--- src/rtl/alu_ex_unit.sv ---
// Registered ALU execute stage with valid/ready handshake on both sides.
// Define ALU_SERIAL_SHIFT_EN to build a one-bit-per-cycle shifter instead of the barrel shifter.
module alu_ex_unit #(
    parameter int DATA_W = 32
) (
    input  logic              clk,
    input  logic              reset,
    input  logic              in_valid,
    output logic              in_ready,
    input  logic [3:0]        Operation,
    input  logic [DATA_W-1:0] SrcA,
    input  logic [DATA_W-1:0] SrcB,
    input  logic              flush,
    output logic              out_valid,
    input  logic              out_ready,
    output logic [DATA_W-1:0] ALUResult,
    output logic              BrTaken
);

    localparam logic [3:0] OP_AND = 4'b0000;
    localparam logic [3:0] OP_OR  = 4'b0001;
    localparam logic [3:0] OP_ADD = 4'b0010;
    localparam logic [3:0] OP_SUB = 4'b0110;
    localparam logic [3:0] OP_SLL = 4'b0100;
    localparam logic [3:0] OP_SRL = 4'b0101;
    localparam logic [3:0] OP_SRA = 4'b0111;
    localparam logic [3:0] OP_SLT = 4'b1100;
    localparam logic [3:0] OP_BEQ = 4'b1000;
    localparam logic [3:0] OP_BNE = 4'b1110;
    localparam logic [3:0] OP_BLT = 4'b1111;

    typedef enum logic {
        IDLE  = 1'b0,
        SHIFT = 1'b1
    } state_t;

    state_t              state_q, state_d;
    logic                out_valid_q, out_valid_d;
    logic [DATA_W-1:0]   result_q, result_d;
    logic                br_q, br_d;

    logic [4:0]          shamt;
    logic                lt_signed;
    logic                accept;
    logic [DATA_W-1:0]   alu_res;
    logic                alu_br;

    assign shamt     = SrcB[4:0];
    assign lt_signed = $signed(SrcA) < $signed(SrcB);

    // The reset term keeps in_ready low during the reset cycle itself.
    assign in_ready  = (state_q == IDLE) && (!out_valid_q || out_ready) && !flush && !reset;
    assign accept    = in_valid && in_ready;

    assign out_valid = out_valid_q;
    assign ALUResult = result_q;
    assign BrTaken   = br_q;

    always_comb begin
        alu_res = '0;
        alu_br  = 1'b0;
        case (Operation)
            OP_AND: alu_res = SrcA & SrcB;
            OP_OR:  alu_res = SrcA | SrcB;
            OP_ADD: alu_res = SrcA + SrcB;
            OP_SUB: alu_res = SrcA - SrcB;
            OP_SLL: alu_res = SrcA << shamt;
            OP_SRL: alu_res = SrcA >> shamt;
            OP_SRA: alu_res = $unsigned($signed(SrcA) >>> shamt);
            OP_SLT: alu_res = {{(DATA_W-1){1'b0}}, lt_signed};
            OP_BEQ: alu_br  = (SrcA == SrcB);
            OP_BNE: alu_br  = (SrcA != SrcB);
            OP_BLT: alu_br  = lt_signed;
            default: begin
                alu_res = '0;
                alu_br  = 1'b0;
            end
        endcase
    end

`ifdef ALU_SERIAL_SHIFT_EN
    logic [DATA_W-1:0]   shift_val_q, shift_val_d;
    logic [4:0]          shift_cnt_q, shift_cnt_d;
    logic [3:0]          shift_op_q, shift_op_d;
    logic [DATA_W-1:0]   shift_step;
    logic                is_shift;

    assign is_shift = (Operation == OP_SLL) || (Operation == OP_SRL) || (Operation == OP_SRA);

    always_comb begin
        case (shift_op_q)
            OP_SLL:  shift_step = shift_val_q << 1;
            OP_SRL:  shift_step = shift_val_q >> 1;
            default: shift_step = {shift_val_q[DATA_W-1], shift_val_q[DATA_W-1:1]};
        endcase
    end
`endif

    always_comb begin
        state_d     = state_q;
        out_valid_d = out_valid_q;
        result_d    = result_q;
        br_d        = br_q;
`ifdef ALU_SERIAL_SHIFT_EN
        shift_val_d = shift_val_q;
        shift_cnt_d = shift_cnt_q;
        shift_op_d  = shift_op_q;
`endif

        if (out_valid_q && out_ready) begin
            out_valid_d = 1'b0;
        end

        case (state_q)
            IDLE: begin
                if (accept) begin
`ifdef ALU_SERIAL_SHIFT_EN
                    if (is_shift && (shamt != 5'd0)) begin
                        state_d     = SHIFT;
                        shift_val_d = SrcA;
                        shift_cnt_d = shamt;
                        shift_op_d  = Operation;
                    end else begin
                        result_d    = alu_res;
                        br_d        = alu_br;
                        out_valid_d = 1'b1;
                    end
`else
                    result_d    = alu_res;
                    br_d        = alu_br;
                    out_valid_d = 1'b1;
`endif
                end
            end
            SHIFT: begin
`ifdef ALU_SERIAL_SHIFT_EN
                // The last step writes straight into the result register so it lands exactly k cycles later.
                shift_val_d = shift_step;
                shift_cnt_d = shift_cnt_q - 5'd1;
                if (shift_cnt_q == 5'd1) begin
                    result_d    = shift_step;
                    br_d        = 1'b0;
                    out_valid_d = 1'b1;
                    state_d     = IDLE;
                end
`else
                state_d = IDLE;
`endif
            end
            default: state_d = IDLE;
        endcase

        if (flush) begin
            state_d     = IDLE;
            out_valid_d = 1'b0;
`ifdef ALU_SERIAL_SHIFT_EN
            shift_cnt_d = 5'd0;
`endif
        end
    end

    always_ff @(posedge clk) begin
        if (reset) begin
            state_q     <= IDLE;
            out_valid_q <= 1'b0;
            result_q    <= '0;
            br_q        <= 1'b0;
`ifdef ALU_SERIAL_SHIFT_EN
            shift_val_q <= '0;
            shift_cnt_q <= 5'd0;
            shift_op_q  <= 4'd0;
`endif
        end else begin
            state_q     <= state_d;
            out_valid_q <= out_valid_d;
            result_q    <= result_d;
            br_q        <= br_d;
`ifdef ALU_SERIAL_SHIFT_EN
            shift_val_q <= shift_val_d;
            shift_cnt_q <= shift_cnt_d;
            shift_op_q  <= shift_op_d;
`endif
        end
    end

endmodule

--- config.mk ---
export PLATFORM = sky130hd
export DESIGN_NAME = alu_ex_unit
export DESIGN_NICKNAME = d
export VERILOG_FILES = /design/src/rtl/alu_ex_unit.sv
export SDC_FILE = /design/constraint.sdc
export NUM_CORES = 1
export LEC_CHECK = 0
export CAP_MARGIN = 20
export CELL_PAD_IN_SITES_DETAIL_PLACEMENT = 0
export CELL_PAD_IN_SITES_GLOBAL_PLACEMENT = 1
export CORE_MARGIN = 2
export CORE_UTILIZATION = 39
export CTS_CLUSTER_DIAMETER = 100
export DETAILED_ROUTE_END_ITERATION = 6
export PLACE_DENSITY = 0.89
export RECOVER_POWER = 50
export SETUP_SLACK_MARGIN = 0.15
export SLEW_MARGIN = 10
export SYNTH_ARGS = -nofsm -noshare
export SYNTH_HDL_FRONTEND = slang
export SYNTH_SLANG_ARGS = --single-unit
export TNS_END_PERCENT = 1
--- constraint.sdc ---
create_clock -name clk -period 4.5 [get_ports clk]
set_input_delay 0.9 -clock clk [delete_from_list [all_inputs] [get_ports clk]]
set_output_delay 0.9 -clock clk [all_outputs]
set_load 0.05 [all_outputs]
# Yosys cells after proc, flatten, opt, wreduce, memory -nomap -nowiden
# Cells that the tools add are included.
[word_totals] reg_bits=34 input_bits=73 wordCells=38
[classes] n_addsub=2 order_cmp=1 n_eq_ne=12 shift=3 n_mux=4 bitwise=2 reduce_logical=11
[op_table] op="one-hot mux 32 bit (8 select lines)" n=1
[op_table] op="adder 32 bit" n=1
[op_table] op="bitwise AND 32 bit" n=1
[op_table] op="equality test 32 bit" n=1
[op_table] op="< comparator 32 bit" n=1
[op_table] op="inequality test 32 bit" n=1
[op_table] op="bitwise OR 32 bit" n=1
[op_table] op="left shift 32 x 5 -> 32 bit" n=1
[op_table] op=">> shifter 32 x 5 -> 32 bit" n=1
[op_table] op=">>> shifter 32 x 5 -> 32 bit" n=1
[op_table] op="subtractor 32 bit" n=1
[op_table] op="equality test 4 x 3 -> 1 bit, second input constant" n=4
[op_table] op="equality test 4 bit, second input constant" n=4
[op_table] op="equality test 4 x 1 -> 1 bit, second input constant" n=1
[op_table] op="equality test 4 x 2 -> 1 bit, second input constant" n=1
[op_table] op="logical AND 1 bit" n=4
[op_table] op="zero test 4 bit" n=1
[op_table] op="zero test 1 bit" n=3
[op_table] op="one-hot mux 1 bit (3 select lines)" n=1
[op_table] op="2-to-1 mux 1 bit" n=2
[op_table] op="nonzero test 2 bit" n=1
[op_table] op="OR reduction 2 bit" n=1
[op_table] op="logical OR 1 bit" n=1

# Logic depth before layout (Yosys ltp)
[depth] word_depth=6 depth_mapped=15

# Least setup slack after synthesis
# Ideal clock, no wire load.
[synth_timing] path_type="in2reg" from="input SrcB[3]" to="register result_q[30], in the netlist ALUResult[30]" setup_ns=0.127 arrival_ns=4.084 required_time_ns=4.373 slack_ns=0.289 stages=15 path_buffers=4 cell_sequence="clkbuf_1 -> inv_2 -> buf_1 -> clkbuf_1 -> ha_1 -> clkbuf_1 -> o211ai_1 -> o21ai_1 -> o2111ai_1 -> a21oi_2 -> a21oi_2 -> o21ai_2 -> a311o_1 -> o2111a_1 -> or3_1"
[synth_via] elab_chain_len=2 elab_cells_between_ends=6 cone_classes="add/sub: 2; shift: 3; mux: 1"
[synth_lines] item="start: declaration" line_no="12" text="input logic [DATA_W-1:0] SrcB,"
[synth_lines] item="subtractor 32 bit, or another cell as far along" line_no="66" text="OP_SUB: alu_res = SrcA - SrcB;"
[synth_lines] item="one-hot mux 32 bit (8 select lines) (*)" line_no="62" text="case (Operation)"
[synth_lines] item="end signal: assignment" line_no="176" text="result_q <= result_d;"
[synth_lines] item="end: declaration" line_no="39" text="logic [DATA_W-1:0] result_q, result_d;"
# Mark *: on every way between the ends. The rest lies on a longest branch, timed or not.
# A chain may end at the register's enable or synchronous reset.

# Worst setup path in the final report
[layout_timing] from="input SrcB[6]" to="register result_q[14], in the netlist ALUResult[14]"
[layout_via] elab_chain_len=2 elab_cells_between_ends=3 cone_classes="add/sub: 2; mux: 1"
[layout_lines] item="subtractor 32 bit or adder 32 bit (tied branches)" line_no="66, 65"
[layout_lines] item="one-hot mux 32 bit (8 select lines) (*)" line_no="62"
# Marked as above.

==> results.sh <==
export IMPL_fillers=2717
export IMPL_grt_usage=0.350
export IMPL_failed_checks="max-capacitance violations, max-slew violations"
export IMPL_period_needed_ns=4.24
export IMPL_start_kind="input port"
export IMPL_fin_skew_ns=0.00440
export IMPL_worstReg2RegEnd="ALUResult[21]"
export IMPL_dieArea_um2=27700
export IMPL_initial_core_util=0.395
export IMPL_synth_seq_cells=34
export IMPL_hold_viol_final=0
export IMPL_synthCells=1428
export IMPL_startpoint="SrcB[6]"
export IMPL_grt_start_max_net_pins=66
export IMPL_critPathCaptureType="flip-flop"
export IMPL_first_iter_violations=1491
export IMPL_clock_root_buffer="clkbuf_16"
export IMPL_tritoncts="yes"
export IMPL_ant_nets=0
export IMPL_dp_hpwl_um=39700
export IMPL_drtPass1Iterations=6
export IMPL_n_antenna_cell=0
export IMPL_cts_sinks=34
export IMPL_cp_required_ns=4.67
export IMPL_endpoint="ALUResult[14]"
export IMPL_clk_pin_slew_ns=0.07
export IMPL_syn_cell_area_um2=10300
export IMPL_r2r_cells=8
export IMPL_drive_gt1_frac=0.146
export IMPL_avgRoutedWirePerCell_um=26.4
export IMPL_grt_pass1_wl_um=74900
export IMPL_yosys_warnings=0
export IMPL_cts_buffers=5
export IMPL_r2r_start="out_valid"
export IMPL_finalPower_mw=2.18
export IMPL_critical_path_top_delay_family="compound AO/OA/AOI/OAI gates"
export IMPL_clockBufferDepth=2
export IMPL_via_per_inst=6.64
export IMPL_core_um2=26000
export IMPL_ys_seq_area_frac=0.0663
export IMPL_status="finished, violations left"
export IMPL_rsz0062_at_grt="no"
export IMPL_path_cells="clkdlybuf4s50_1, inv_1, ha_1, nor3_1, nor4_1, o2111ai_1, a21oi_2, o22a_1, a21oi_1, a2111oi_1, buf_4, o21ai_0"
export IMPL_dp_cells=1877
export IMPL_critPathMaxFanout=10
export IMPL_tns_ns=0
export IMPL_setup_violations_final=0
export IMPL_final_nets=1728
export IMPL_synth_nets=1607
export IMPL_gr_total_overflow=0
export IMPL_syn_to_final_growth_pct=20.2
export IMPL_powerDensity_nw_per_um2=176
export IMPL_worst_pin_slew_ns=1.63
export IMPL_fin_crit_sh=0.941
export IMPL_yosysUniqueCellTypes=90
export IMPL_synthArstFlopShare=0
export IMPL_cap_violations=1
export IMPL_drcViolationCount=0
export IMPL_path_depth=12
export IMPL_num_rows=59
export IMPL_max_freq_mhz=236
export IMPL_die_w_um=166
export IMPL_place_gp_congestion=1.02
export IMPL_ctsHoldBuffers=0
export IMPL_grt_pass1_vias=11800
export IMPL_vias=12500
export IMPL_port_buffers=107
export IMPL_crit_type="input port to flip-flop"
export IMPL_cpMaxStageDelayCell="a2111oi_1"
export IMPL_final_max_slew_viol_count=21
export IMPL_h_tree_depth=2
export IMPL_synth_top_flop_cell="dfxtp_1"
export IMPL_crit_buf_inv=3
export IMPL_synth_edf_count=0
export IMPL_worst_path_largest_cell_delay_ns=0.69
export IMPL_fin_cells=1885
export IMPL_die_y_um=166
export IMPL_crit_arrival_ns=4.40
export IMPL_holdWs_ns=0.458
export IMPL_io_pins=108
export IMPL_slew_headroom=-0.0898
export IMPL_ff2ff_setup_slack_ns=1.77
export IMPL_antenna_found_initial=0
export IMPL_hp_start="ALUResult[17]"
export IMPL_insertion_delay_ns=0.30
export IMPL_hold_class="flip-flop to flip-flop"
export IMPL_fin_util=0.475
export IMPL_avgSynthCellArea_um2=7.19
export IMPL_wl_um=49800
export IMPL_p_leak_nw=5.21
export IMPL_vdd_drop_max_mv=0.130
[cell families (layout without fill, tap and decap cells)]
family,count (synthesis),in the layout,synth area share
AO/OA/AOI/OAI,515,515,0.344
AND/OR/NAND/NOR,430,430,0.189
buffers and inverters,211,333,0.0872
multiplexers,125,125,0.177
adder cells (fa/ha/maj),106,106,0.131
flip-flops,34,34,0.0663
XOR/XNOR,7,7,0.00597
[metrics by stage]
step	setup slack, ns	instance area (µm²)
finish	0.264	12400
floorplan	0.289	10300
CTS	0.306	12400
detailed placement	-0.146	12200
global route	0.114	12400
global placement	-0.230	12200
[per-layer routing]
metal  track usage  wire length (µm)
met5             0                 0
met4         0.192              3360
met3        0.0422              4190
met2         0.548             21700
met1         0.470             20600
[placed cells by master (no fill, tap or decap), types with 13 or more instances in the layout]
cell type          n
a211oi_1          28
a21o_1            16
a21oi_1          119
a221o_1           13
a221oi_1          19
a22oi_1           15
a31oi_1           17
buf_4            113
clkdlybuf4s50_1   69
dfxtp_1           34
dlygate4sd3_1     33
ha_1             104
inv_1             91
mux2_2            19
mux2i_1           64
mux4_2            37
nand2_1          154
nand3_1           25
nor2_1           132
nor3_1            34
o211ai_1          26
o21ai_0          110
o21bai_1          15
or3_1             13
[worst reg2reg max path, delay by kind of cell (launching register included)]
kind / cells / cell delay (ns)
flops: 1 / 0.31
buf+inv: 1 / 0.32
compound gates: 3 / 0.96
simple gates: 4 / 0.94
[power breakdown]
part,switching (mW),internal [mW]
registers,0.00538,0.308
clock network,0.177,0.320
logic,0.848,0.520
total,1.03,1.15
[synthesized netlist by cell type, types with 7 or more instances]
library cell / n / share of area
a311oi_1: 8 / 0.0068
nor3_1: 37 / 0.018
buf_4: 8 / 0.0058
o22ai_1: 11 / 0.0067
buf_1: 7 / 0.0026
a31oi_1: 17 / 0.010
dfxtp_1: 34 / 0.066
nor2_1: 132 / 0.048
a221oi_1: 19 / 0.016
nor4_1: 12 / 0.0073
mux2_2: 19 / 0.021
a21oi_1: 120 / 0.058
buf_2: 26 / 0.013
o21bai_1: 15 / 0.011
nand3_1: 25 / 0.012
o211ai_1: 26 / 0.019
o221ai_1: 9 / 0.0077
a2111oi_0: 10 / 0.0085
nor2b_1: 10 / 0.0061
o2111ai_1: 11 / 0.0094
o21a_1: 8 / 0.0058
a22oi_1: 15 / 0.011
mux2i_1: 64 / 0.062
a211oi_1: 28 / 0.020
a21o_1: 16 / 0.012
mux4_2: 37 / 0.081
inv_2: 9 / 0.0033
nand2b_1: 10 / 0.0061
ha_1: 104 / 0.13
inv_1: 91 / 0.033
a221o_1: 13 / 0.013
o31ai_1: 8 / 0.0058
nand2_1: 154 / 0.056
or3_1: 13 / 0.0079
clkbuf_1: 60 / 0.022
o21ai_0: 110 / 0.054
[how the worst min path moves through the flow]
stage | cells past startpoint | endpoint | slack (ns)
after detailed placement | 2 | ALUResult[17] | 0.45
after global placement | 2 | ALUResult[14] | 0.44
after floorplan | 2 | ALUResult[3] | 0.67
after CTS | 2 | ALUResult[17] | 0.47
final | 2 | ALUResult[17] | 0.46
after global routing | 2 | ALUResult[4] | 0.49
[state kept, by name, indices dropped and copies added (netlist names)]
signal     count
ALUResult     32
BrTaken        1
out_valid      1
[cell type report]
type | instances | area [µm²] | share of cell area
Clock buffer | 5 | 125 | 0.0101
Clock inverter | 3 | 68.8 | 0.00557
Inverter | 102 | 383 | 0.0310
Multi-Input combinational cell | 1183 | 8720 | 0.706
Sequential cell | 34 | 681 | 0.0551
Tap cell | 335 | 419 | 0.0339
Timing Repair Buffer | 223 | 1950 | 0.158
[timing repair]
| action | 4_1_cts | 5_1_grt |
|---|---|---|
| endpoints found under the hold margin | 0 | 0 |
| setup buffers | 0 | 0 |
| resized for setup | 1 | 0 |
| setup endpoints to repair | 1 | 0 |
No activity file was read; power rests on OpenSTA's default activity.
